==> config.mk <==
export PLATFORM = sky130hd
export DESIGN_NAME = ex_stage
export DESIGN_NICKNAME = d
export VERILOG_FILES = /design/src/rtl/ex_pkg.sv /design/src/rtl/ex_mul_iter.sv /design/src/rtl/ex_stage.sv
export SDC_FILE = /design/constraint.sdc
export NUM_CORES = 1
export LEC_CHECK = 0
export ABC_AREA = 1
export CAP_MARGIN = 10
export CORE_MARGIN = 2
export CORE_UTILIZATION = 55
export DETAILED_ROUTE_END_ITERATION = 7
export PLACE_DENSITY = 0.9
export SLEW_MARGIN = 5
export SYNTH_ARGS = -nofsm -noshare
export SYNTH_HDL_FRONTEND = slang
export SYNTH_SLANG_ARGS = --single-unit
==> constraint.sdc <==
create_clock -name clk -period 7.2 [get_ports clk]
set_input_delay 1.44 -clock clk [delete_from_list [all_inputs] [get_ports clk]]
set_output_delay 1.44 -clock clk [all_outputs]
set_load 0.005 [all_outputs]
==> src/rtl/ex_pkg.sv <==
// Shared definitions for the execute stage: ALU opcodes, multiplier FSM states
// and datapath defaults.
package ex_pkg;

    localparam int EX_DW      = 32;
    localparam int EX_MUL_CYC = 32;

    localparam logic [3:0] ALU_ADD  = 4'd0;
    localparam logic [3:0] ALU_SUB  = 4'd1;
    localparam logic [3:0] ALU_AND  = 4'd2;
    localparam logic [3:0] ALU_OR   = 4'd3;
    localparam logic [3:0] ALU_XOR  = 4'd4;
    localparam logic [3:0] ALU_NOR  = 4'd5;
    localparam logic [3:0] ALU_SLT  = 4'd6;
    localparam logic [3:0] ALU_SLTU = 4'd7;
    localparam logic [3:0] ALU_SLL  = 4'd8;
    localparam logic [3:0] ALU_SRL  = 4'd9;
    localparam logic [3:0] ALU_SRA  = 4'd10;
    localparam logic [3:0] ALU_LUI  = 4'd11;
    localparam logic [3:0] ALU_MUL  = 4'd12;

    typedef enum logic [1:0] {
        MUL_IDLE = 2'd0,
        MUL_RUN  = 2'd1,
        MUL_DONE = 2'd2
    } mul_state_e;

endpackage

==> src/rtl/ex_mul_iter.sv <==
// Iterative radix-2 shift-add multiplier, one operand bit per cycle.
//   state    | meaning
//   MUL_IDLE | waiting; start captures operands and raises busy at once
//   MUL_RUN  | one shift-add step per cycle, busy high
//   MUL_DONE | product valid for one cycle, busy low
module ex_mul_iter
    import ex_pkg::*;
#(
    parameter int DW      = EX_DW,
    parameter int MUL_CYC = EX_MUL_CYC
) (
    input  logic          clk,
    input  logic          rst,
    input  logic          start_i,
    input  logic [DW-1:0] a_i,
    input  logic [DW-1:0] b_i,
    output logic          busy_o,
    output logic          done_o,
    output logic [DW-1:0] product_o
);

    localparam int CNT_W = (MUL_CYC > 1) ? $clog2(MUL_CYC) : 1;

    mul_state_e       state_q, state_d;
    logic [CNT_W-1:0] cnt_q, cnt_d;
    logic [DW-1:0]    a_q, a_d, b_q, b_d, prod_q, prod_d;

    always_ff @(posedge clk) begin
        if (!rst) begin
            state_q <= MUL_IDLE;
            cnt_q   <= '0;
            a_q     <= '0;
            b_q     <= '0;
            prod_q  <= '0;
        end else begin
            state_q <= state_d;
            cnt_q   <= cnt_d;
            a_q     <= a_d;
            b_q     <= b_d;
            prod_q  <= prod_d;
        end
    end

    always_comb begin
        state_d = state_q;
        cnt_d   = cnt_q;
        a_d     = a_q;
        b_d     = b_q;
        prod_d  = prod_q;
        busy_o  = 1'b0;
        done_o  = 1'b0;
        case (state_q)
            MUL_IDLE: begin
                if (start_i) begin
                    busy_o  = 1'b1;
                    a_d     = a_i;
                    b_d     = b_i;
                    cnt_d   = '0;
                    prod_d  = '0;
                    state_d = MUL_RUN;
                end
            end
            MUL_RUN: begin
                busy_o = 1'b1;
                if (b_q[0]) begin
                    prod_d = prod_q + a_q;
                end
                a_d   = a_q << 1;
                b_d   = b_q >> 1;
                cnt_d = cnt_q + CNT_W'(1);
                if (cnt_q == CNT_W'(MUL_CYC - 1)) begin
                    state_d = MUL_DONE;
                end
            end
            MUL_DONE: begin
                // ID/EX advances on this edge, so IDLE never sees the same MUL again
                done_o  = 1'b1;
                state_d = MUL_IDLE;
            end
            default: state_d = MUL_IDLE;
        endcase
    end

    assign product_o = prod_q;

endmodule

==> src/rtl/ex_stage.sv <==
// Execute stage: operand forwarding, immediate extension, ALU and multiplier.
// EX_FAST_MUL_EN selects a combinational multiply instead of the iterative unit.
module ex_stage
    import ex_pkg::*;
#(
    parameter int DW      = EX_DW,
    parameter int MUL_CYC = EX_MUL_CYC
) (
    input  logic          clk,
    input  logic          rst,
    input  logic [15:0]   id_immei_i,
    input  logic [4:0]    id_rs_addr_i,
    input  logic [4:0]    id_rt_addr_i,
    input  logic [4:0]    id_rd_addr_i,
    input  logic [DW-1:0] id_rs_data_i,
    input  logic [DW-1:0] id_rt_data_i,
    input  logic          id_rt_imme_sel_i,
    input  logic [3:0]    id_alu_sel_i,
    input  logic          id_mem_en_i,
    input  logic          id_wb_reg_en_i,
    input  logic          id_wb_sel_i,
    input  logic          id_mem_r_i,
    input  logic          mem_fwd_en_i,
    input  logic [4:0]    mem_fwd_addr_i,
    input  logic [DW-1:0] mem_fwd_data_i,
    input  logic          wb_fwd_en_i,
    input  logic [4:0]    wb_fwd_addr_i,
    input  logic [DW-1:0] wb_fwd_data_i,
    output logic [DW-1:0] ex_alu_result_o,
    output logic [DW-1:0] ex_store_data_o,
    output logic [4:0]    ex_wb_addr_o,
    output logic          ex_mem_en_o,
    output logic          ex_wb_reg_en_o,
    output logic          ex_wb_sel_o,
    output logic          ex_mem_r_o,
    output logic          stall_o
);

    logic [DW-1:0] rs_fwd, rt_fwd, imm_ext, opa, opb, alu_res, mul_res;
    logic [4:0]    shamt;
    logic          mul_busy;

    function automatic logic [DW-1:0] fwd_sel(input logic [4:0] addr, input logic [DW-1:0] rf);
        if (mem_fwd_en_i && addr != 5'd0 && addr == mem_fwd_addr_i) return mem_fwd_data_i;
        if (wb_fwd_en_i && addr != 5'd0 && addr == wb_fwd_addr_i) return wb_fwd_data_i;
        return rf;
    endfunction

    assign rs_fwd = fwd_sel(id_rs_addr_i, id_rs_data_i);
    assign rt_fwd = fwd_sel(id_rt_addr_i, id_rt_data_i);
    assign shamt  = id_immei_i[10:6];

    // Logical ops take the immediate unsigned, everything else signed
    assign imm_ext = (id_alu_sel_i == ALU_AND || id_alu_sel_i == ALU_OR || id_alu_sel_i == ALU_XOR)
                   ? DW'(id_immei_i) : DW'($signed(id_immei_i));
    assign opa = rs_fwd;
    assign opb = id_rt_imme_sel_i ? imm_ext : rt_fwd;

`ifdef EX_FAST_MUL_EN
    assign mul_res  = opa * opb;
    assign mul_busy = 1'b0;
`else
    logic          mul_start, mul_done;
    logic [DW-1:0] mul_prod;

    assign mul_start = (id_alu_sel_i == ALU_MUL) && id_wb_reg_en_i;

    ex_mul_iter #(.DW(DW), .MUL_CYC(MUL_CYC)) u_mul (
        .clk       (clk),
        .rst       (rst),
        .start_i   (mul_start),
        .a_i       (opa),
        .b_i       (opb),
        .busy_o    (mul_busy),
        .done_o    (mul_done),
        .product_o (mul_prod)
    );

    assign mul_res = mul_done ? mul_prod : '0;
`endif

    always_comb begin
        alu_res = '0;
        case (id_alu_sel_i)
            ALU_ADD:  alu_res = opa + opb;
            ALU_SUB:  alu_res = opa - opb;
            ALU_AND:  alu_res = opa & opb;
            ALU_OR:   alu_res = opa | opb;
            ALU_XOR:  alu_res = opa ^ opb;
            ALU_NOR:  alu_res = ~(opa | opb);
            ALU_SLT:  alu_res = DW'($signed(opa) < $signed(opb));
            ALU_SLTU: alu_res = DW'(opa < opb);
            ALU_SLL:  alu_res = opb << shamt;
            ALU_SRL:  alu_res = opb >> shamt;
            ALU_SRA:  alu_res = $signed(opb) >>> shamt;
            ALU_LUI:  alu_res = DW'({id_immei_i, 16'b0});
            ALU_MUL:  alu_res = mul_res;
            default:  alu_res = '0;
        endcase
    end

    // Reset and multiplier stall both present an all-zero bubble downstream
    always_comb begin
        ex_alu_result_o = alu_res;
        ex_store_data_o = rt_fwd;
        ex_wb_addr_o    = id_rt_imme_sel_i ? id_rt_addr_i : id_rd_addr_i;
        ex_mem_en_o     = id_mem_en_i;
        ex_wb_reg_en_o  = id_wb_reg_en_i;
        ex_wb_sel_o     = id_wb_sel_i;
        ex_mem_r_o      = id_mem_r_i;
        stall_o         = rst & mul_busy;
        if (!rst || mul_busy) begin
            ex_alu_result_o = '0;
            ex_store_data_o = '0;
            ex_wb_addr_o    = '0;
            ex_mem_en_o     = 1'b0;
            ex_wb_reg_en_o  = 1'b0;
            ex_wb_sel_o     = 1'b0;
            ex_mem_r_o      = 1'b0;
        end
    end

endmodule
==> impl_metrics.tcl, run 1 <==
set metrics [dict create \
    ys_types 61 \
    grt_max_degree 70 \
    yosys.area.top_type_share_pct 16.2 \
    initial_core_util_pct 55.9 \
    cts_sinks 103 \
    h-tree-depth 3 \
    cts-root-buf "clkbuf_16" \
    syn_area_per_cell_um2 5.54 \
    ys.flop_type "dfxtp_1" \
    status "aborted with a tool error" \
    grt_remaining_overflow 153 \
    pin_count 256 \
    gp_congestion 1.22 \
    yosys.area.top_type "nand2_1" \
    grt_usage_pct 69.8 \
    yosys_warnings 0 \
    grt_pass1_wl_mm 183 \
    ys_ff_latch 103 \
    ys_async_sr_fraction_pct 0 \
    numCtsBuffers 9 \
    syn-instance-count 3284 \
    cts_hold_buf 0 \
    synth_edf_count 0 \
    haltStage "5_1_grt" \
    synthesis.nets 3611 \
    synthTopCellsByArea "nand2_1, nand3_1, dfxtp_1, ha_1, inv_1" \
    cts_buffer_depth 2 \
    fp.dieW_um 186 \
    yosysSeqAreaShare_pct 11.3 \
    rows 66 \
    io_buffers 255 \
    netlist_area_um2 18200 \
    firstError "[ERROR GRT-0116] Global routing finished with congestion. Check the congestion regions in the DRC Viewer." \
    dp_hpwl_mm 71.1 \
    die_y_um 186 \
    grt_pass1_vias 31100 \
]
kinds of logic after synthesis:
logic type | count (synthesis) | share of synthesized area [%]
DFF | 103 | 11.3
and+or+nand+nor | 1721 | 41.9
xor gates and xnor gates | 18 | 0.866
adders and majority gates | 145 | 10.1
buffers and inverters | 588 | 12.8
AOI/OAI and AO/OA | 709 | 23.0
routing by layer:
layer,GRT overflow,track usage (%)
met2,66,84.1
met1,1,70.4
met4,79,66.7
met5,2,31.0
met3,5,57.1
Yosys cell counts (13+ instances only):
cell	number
inv_1	384
nand2_1	784
inv_2	15
a32o_1	16
a21boi_0	23
nor2_1	297
clkbuf_1	102
o21ai_1	36
dfxtp_1	103
buf_2	38
xor2_1	14
a31oi_1	17
nand3_2	36
ha_1	142
o211ai_1	44
nand2_2	16
or2_2	21
a221oi_1	13
buf_1	31
nor3_1	25
nand4_1	36
o22ai_1	54
a21oi_1	207
nand3_1	473
o21ai_0	220
per-stage QoR:
step / hold slack, ns / setup WS, ns / TNS [ns] / std cells / instance area [µm²]
4_1_cts: 0.471 / -0.0304 / -0.0412 / 4318 / 25300
3_5_place_dp: 0.460 / -0.722 / -15.47 / 4276 / 24200
3_3_place_gp: 0.441 / -0.473 / -9.79 / 4276 / 24200
2_1_floorplan: 0.434 / 0.874 / 0 / 3284 / 18200
what timing repair did:
| action | in CTS |
|---|---|
| buffers inserted | 23 |
| endpoints found under the setup margin | 32 |
| resized for setup | 217 |
| gates cloned | 3 |
| pin swaps | 46 |
==> inputs of run 2 (changes only) <==
--- a/config.mk
+++ b/config.mk
@@ -8,9 +8,9 @@
 export ABC_AREA = 1
 export CAP_MARGIN = 10
 export CORE_MARGIN = 2
-export CORE_UTILIZATION = 55
+export CORE_UTILIZATION = 40
 export DETAILED_ROUTE_END_ITERATION = 7
-export PLACE_DENSITY = 0.9
+export PLACE_DENSITY_LB_ADDON = 0.15
 export SLEW_MARGIN = 5
 export SYNTH_ARGS = -nofsm -noshare
 export SYNTH_HDL_FRONTEND = slang
==> impl_metrics.tcl, run 2 <==
set metrics [dict create \
    coreArea_um2 45200 \
    crit_required_ns 5.76 \
    wirelength_mm 105 \
    synth_most_common_cell "nand2_1" \
    yosys_warnings 0 \
    yosys.area.top_type "nand2_1" \
    final_common_cell "nand2_1" \
    dp_hpwl_mm 83.7 \
    yosysSeqAreaShare_pct 11.3 \
    post_drt_via_cell_ratio 5.88 \
    nets 4311 \
    combPwrFrac_pct 66.6 \
    ys_types 61 \
    crit_path_start_kind "input pin" \
    syn_area_per_cell_um2 5.54 \
    synth_edf_count 0 \
    crit_path_end_kind "primary output" \
    antenna_found_initial 10 \
    clock_power_share_pct 15.9 \
    path_max_fanout 7 \
    final_max_slew_viol_count 0 \
    io_buffers 255 \
    netlist_area_um2 18200 \
    netlist_top_cells_count "nand2_1, nand3_1, inv_1, nor2_1, o21ai_0" \
    final_cells 4596 \
    status "completed" \
    min_period_over_period_pct 99.2 \
    drc 0 \
    crit_type "input pin to primary output" \
    clock_skew_ns 0.0135 \
    dpl-instance-area_um2 25200 \
    clock_latency_ns 0.37 \
    yosys.area.top_type_share_pct 16.2 \
    tightest_slew_ns 1.16 \
    critPathMaxStageDelay_ns 0.44 \
    ys_async_sr_fraction_pct 0 \
    syn-instance-count 3284 \
    drtAntennaViolNets 0 \
    fp.dieArea_um2 47200 \
    wl_per_cell_um 22.8 \
    initialDrtViolationCount 3570 \
    ys.flop_type "dfxtp_1" \
    die_y_um 217 \
    initial_core_util_pct 40.3 \
    grt_max_degree 70 \
    final_area_um2 27100 \
    fp.dieW_um 217 \
    slew_headroom_pct 22.6 \
    area_growth_pct 48.9 \
    path_common_cell "nor2_2" \
    finalWorstSetupSlack_ns 0.0542 \
    rsz0062_at_grt "true" \
    grt_pass1_wl_mm 154 \
    clk_pin_slew_ns 0.08 \
    p_seq_share_pct 17.5 \
    synthTopCellsByArea "nand2_1, nand3_1, dfxtp_1, ha_1, inv_1" \
    numCtsBuffers 9 \
    ys_ff_latch 103 \
    max_cap_violations 0 \
    vias 27000 \
    p_leak_nw 13.2 \
    most-common-layout-cells "nand2_1, buf_4, nand3_1" \
    grt_remaining_overflow 0 \
    final.min_clock_period_ns 7.15 \
    post-place-ws_ns -0.735 \
    hold_ws_ns 0.474 \
    cts_buffer_depth 2 \
    power.density_nw_per_um2 124 \
    h-tree-depth 3 \
    cts_sinks 103 \
    gp_congestion 1.11 \
    p_total_mw 3.35 \
    cts_tree "yes" \
    cp.arrival_ns 5.71 \
    synthesis.nets 3611 \
    dp.cells 4538 \
    setup_viol 0 \
    crit_slowest_cell "ha_1" \
    switching_share_pct 45.7 \
    ir_drop_uv 228 \
    pin_count 256 \
    hold_viol 0 \
    max_freq_mhz 140 \
    first_pass_iters 8 \
    layout-drive-gt1-share_pct 25.1 \
    internal-power_mw 1.82 \
    hold_class "flop to flop" \
    cts-root-buf "clkbuf_16" \
    power_switching_mw 1.53 \
    rows 78 \
    grt_pass1_vias 25600 \
    grt_usage_pct 42.8 \
]
-- run 2: cell counts after synthesis --
No cell type changed its count.
-- run 2: path summary, 6_finish.rpt --
check,slack [ns],endpoint,depth (start not counted),start
hold / removal,0.47,u_mul.b_q[31],1,u_mul.b_q[31]
setup reg to reg,3.58,u_mul.product_o[25],13,u_mul.product_o[1]
setup / recovery,0.05,ex_alu_result_o[17],26,id_rs_addr_i[3]
hold reg to reg,0.47,u_mul.b_q[31],1,u_mul.b_q[31]
-- run 2: timing repair --
item,4_1_cts,5_1_grt
hold buffers,0,0
setup endpoints to repair,31,31
cloned,2,4
resized for setup,237,196
pin swaps,44,45
buffers inserted,24,7
-- run 2: layout make-up --
class	instances	area [µm²]
well taps	600	751
flip-flops and latches	103	2060
inverters	406	1540
fillers	4468	18100
repair buffers	871	7360
clock buffers	9	225
clock inverters	7	96.3
multi-input cells	2593	15100
diodes	7	17.5
-- run 2: cell families (layout without fill, tap and decap cells) --
logic type | after synthesis | count (layout) | synth area share [%]
buffers and inverters | 588 | 1293 | 12.8
AND/OR/NAND/NOR | 1721 | 1721 | 41.9
AO/OA/AOI/OAI | 709 | 709 | 23.0
adder cells (fa/ha/maj) | 145 | 145 | 10.1
XOR/XNOR | 18 | 18 | 0.866
other | 0 | 7 | 0
flip-flops | 103 | 103 | 11.3
-- run 2: power by group through the flow --
stage	Sequential (mW)	Clock [mW]	Combinational, mW
final	0.588	0.534	2.23
after global routing	0.589	0.557	2.36
after CTS	0.587	0.541	2.08
after detailed placement	0.601	0	1.95
after global placement	0.600	0	1.93
after floorplan	0.598	0	0.891
-- run 2: layer usage --
metal | wire length [µm] | share of wire [%] | global-route usage [%]
met1 | 40800 | 39 | 52.5
met2 | 45000 | 43 | 67.6
met3 | 10300 | 9.9 | 8.43
met4 | 8590 | 8.2 | 29.2
met5 | 51 | 0.049 | 0
-- run 2: per-stage QoR --
stage	setup TNS (ns)	utilization (%)
global route	-0.485	60.0
detailed placement	-14.67	55.8
global placement	-14.60	55.8
CTS	-0.00759	58.6
floorplan	0	-
finish	0	60.0
-- run 2: worst max-delay path, delay by kind of cell --
| family | cells | cell delay [ns] |
|---|---|---|
| simple gates | 14 | 2.00 |
| buf+inv | 7 | 1.31 |
| compound gates | 4 | 0.48 |
| fa+ha+maj | 1 | 0.44 |
Note: power is estimated with default switching activity, not from simulation.
==> inputs of run 3 (changes only) <==
--- a/config.mk
+++ b/config.mk
@@ -8,9 +8,10 @@
 export ABC_AREA = 1
 export CAP_MARGIN = 10
 export CORE_MARGIN = 2
-export CORE_UTILIZATION = 40
+export CORE_UTILIZATION = 58
 export DETAILED_ROUTE_END_ITERATION = 7
 export PLACE_DENSITY_LB_ADDON = 0.15
+export SKIP_LAST_GASP = 1
 export SLEW_MARGIN = 5
 export SYNTH_ARGS = -nofsm -noshare
 export SYNTH_HDL_FRONTEND = slang
==> impl_metrics.tcl, run 3 <==
set metrics [dict create \
    yosysSeqAreaShare_pct 11.3 \
    die_y_um 181 \
    grt_max_degree 70 \
    grt_remaining_overflow 110 \
    pin_count 256 \
    yosys.area.top_type "nand2_1" \
    cts_buffer_depth 2 \
    grt_usage_pct 74.3 \
    ys_async_sr_fraction_pct 0 \
    numCtsBuffers 9 \
    ys_types 61 \
    netlist_area_um2 18200 \
    yosys.area.top_type_share_pct 16.2 \
    status "aborted with a tool error" \
    gp_congestion 1.28 \
    syn-instance-count 3284 \
    firstError "[ERROR GRT-0232] Routing congestion too high. Check the congestion heatmap in the GUI." \
    ys_ff_latch 103 \
    endpoint_type "output port" \
    synth_most_common_cell "nand2_1" \
    fp.dieW_um 181 \
    netlist_top_cells_count "nand2_1, nand3_1, inv_1, nor2_1, o21ai_0" \
    rows 64 \
    cts-root-buf "clkbuf_16" \
    haltStage "5_1_grt" \
    dp_hpwl_mm 73.9 \
    io_buffers 255 \
    syn_area_per_cell_um2 5.54 \
    synthesis.nets 3611 \
    ys.flop_type "dfxtp_1" \
    repair-timing-grt-worst-ep "ex_alu_result_o[6]" \
    initial_core_util_pct 59.2 \
    cts_sinks 103 \
    yosys_warnings 0 \
    synthTopCellsByArea "nand2_1, nand3_1, dfxtp_1, ha_1, inv_1" \
    h-tree-depth 3 \
    synth_edf_count 0 \
]
==> run 3: cell counts after synthesis <==
Identical to the previous run, type by type.
==> run 3: logic make-up after synthesis <==
kind of cell,share of synthesized area [%]
AND/OR/NAND/NOR,41.9
AO/OA/AOI/OAI,23.0
buffers and inverters,12.8
adder cells (fa/ha/maj),10.1
flip-flops,11.3
XOR/XNOR,0.866
==> run 3: through the flow <==
stage                     cells  utilization, %  setup slack (ns)  instance area [µm²]
after floorplan            3284               -             0.874                18200
after global placement     4244            78.8            -0.456                24200
after detailed placement   4244            78.8            -0.472                24200
after CTS                  4280            82.2           -0.0736                25300
==> run 3: timing repair <==
item,in CTS
endpoints found under the setup margin,31
resized for setup,209
pin swaps,58
hold endpoints to repair,0
buffers inserted,19
gates cloned,1
hold buffers,0
==> run 3: per-layer routing <==
metal / track usage [%] / GRT overflow
met1: 73.5 / 4
met2: 90.3 / 55
met3: 62.0 / 3
met4: 71.3 / 48
met5: 31.1 / 0
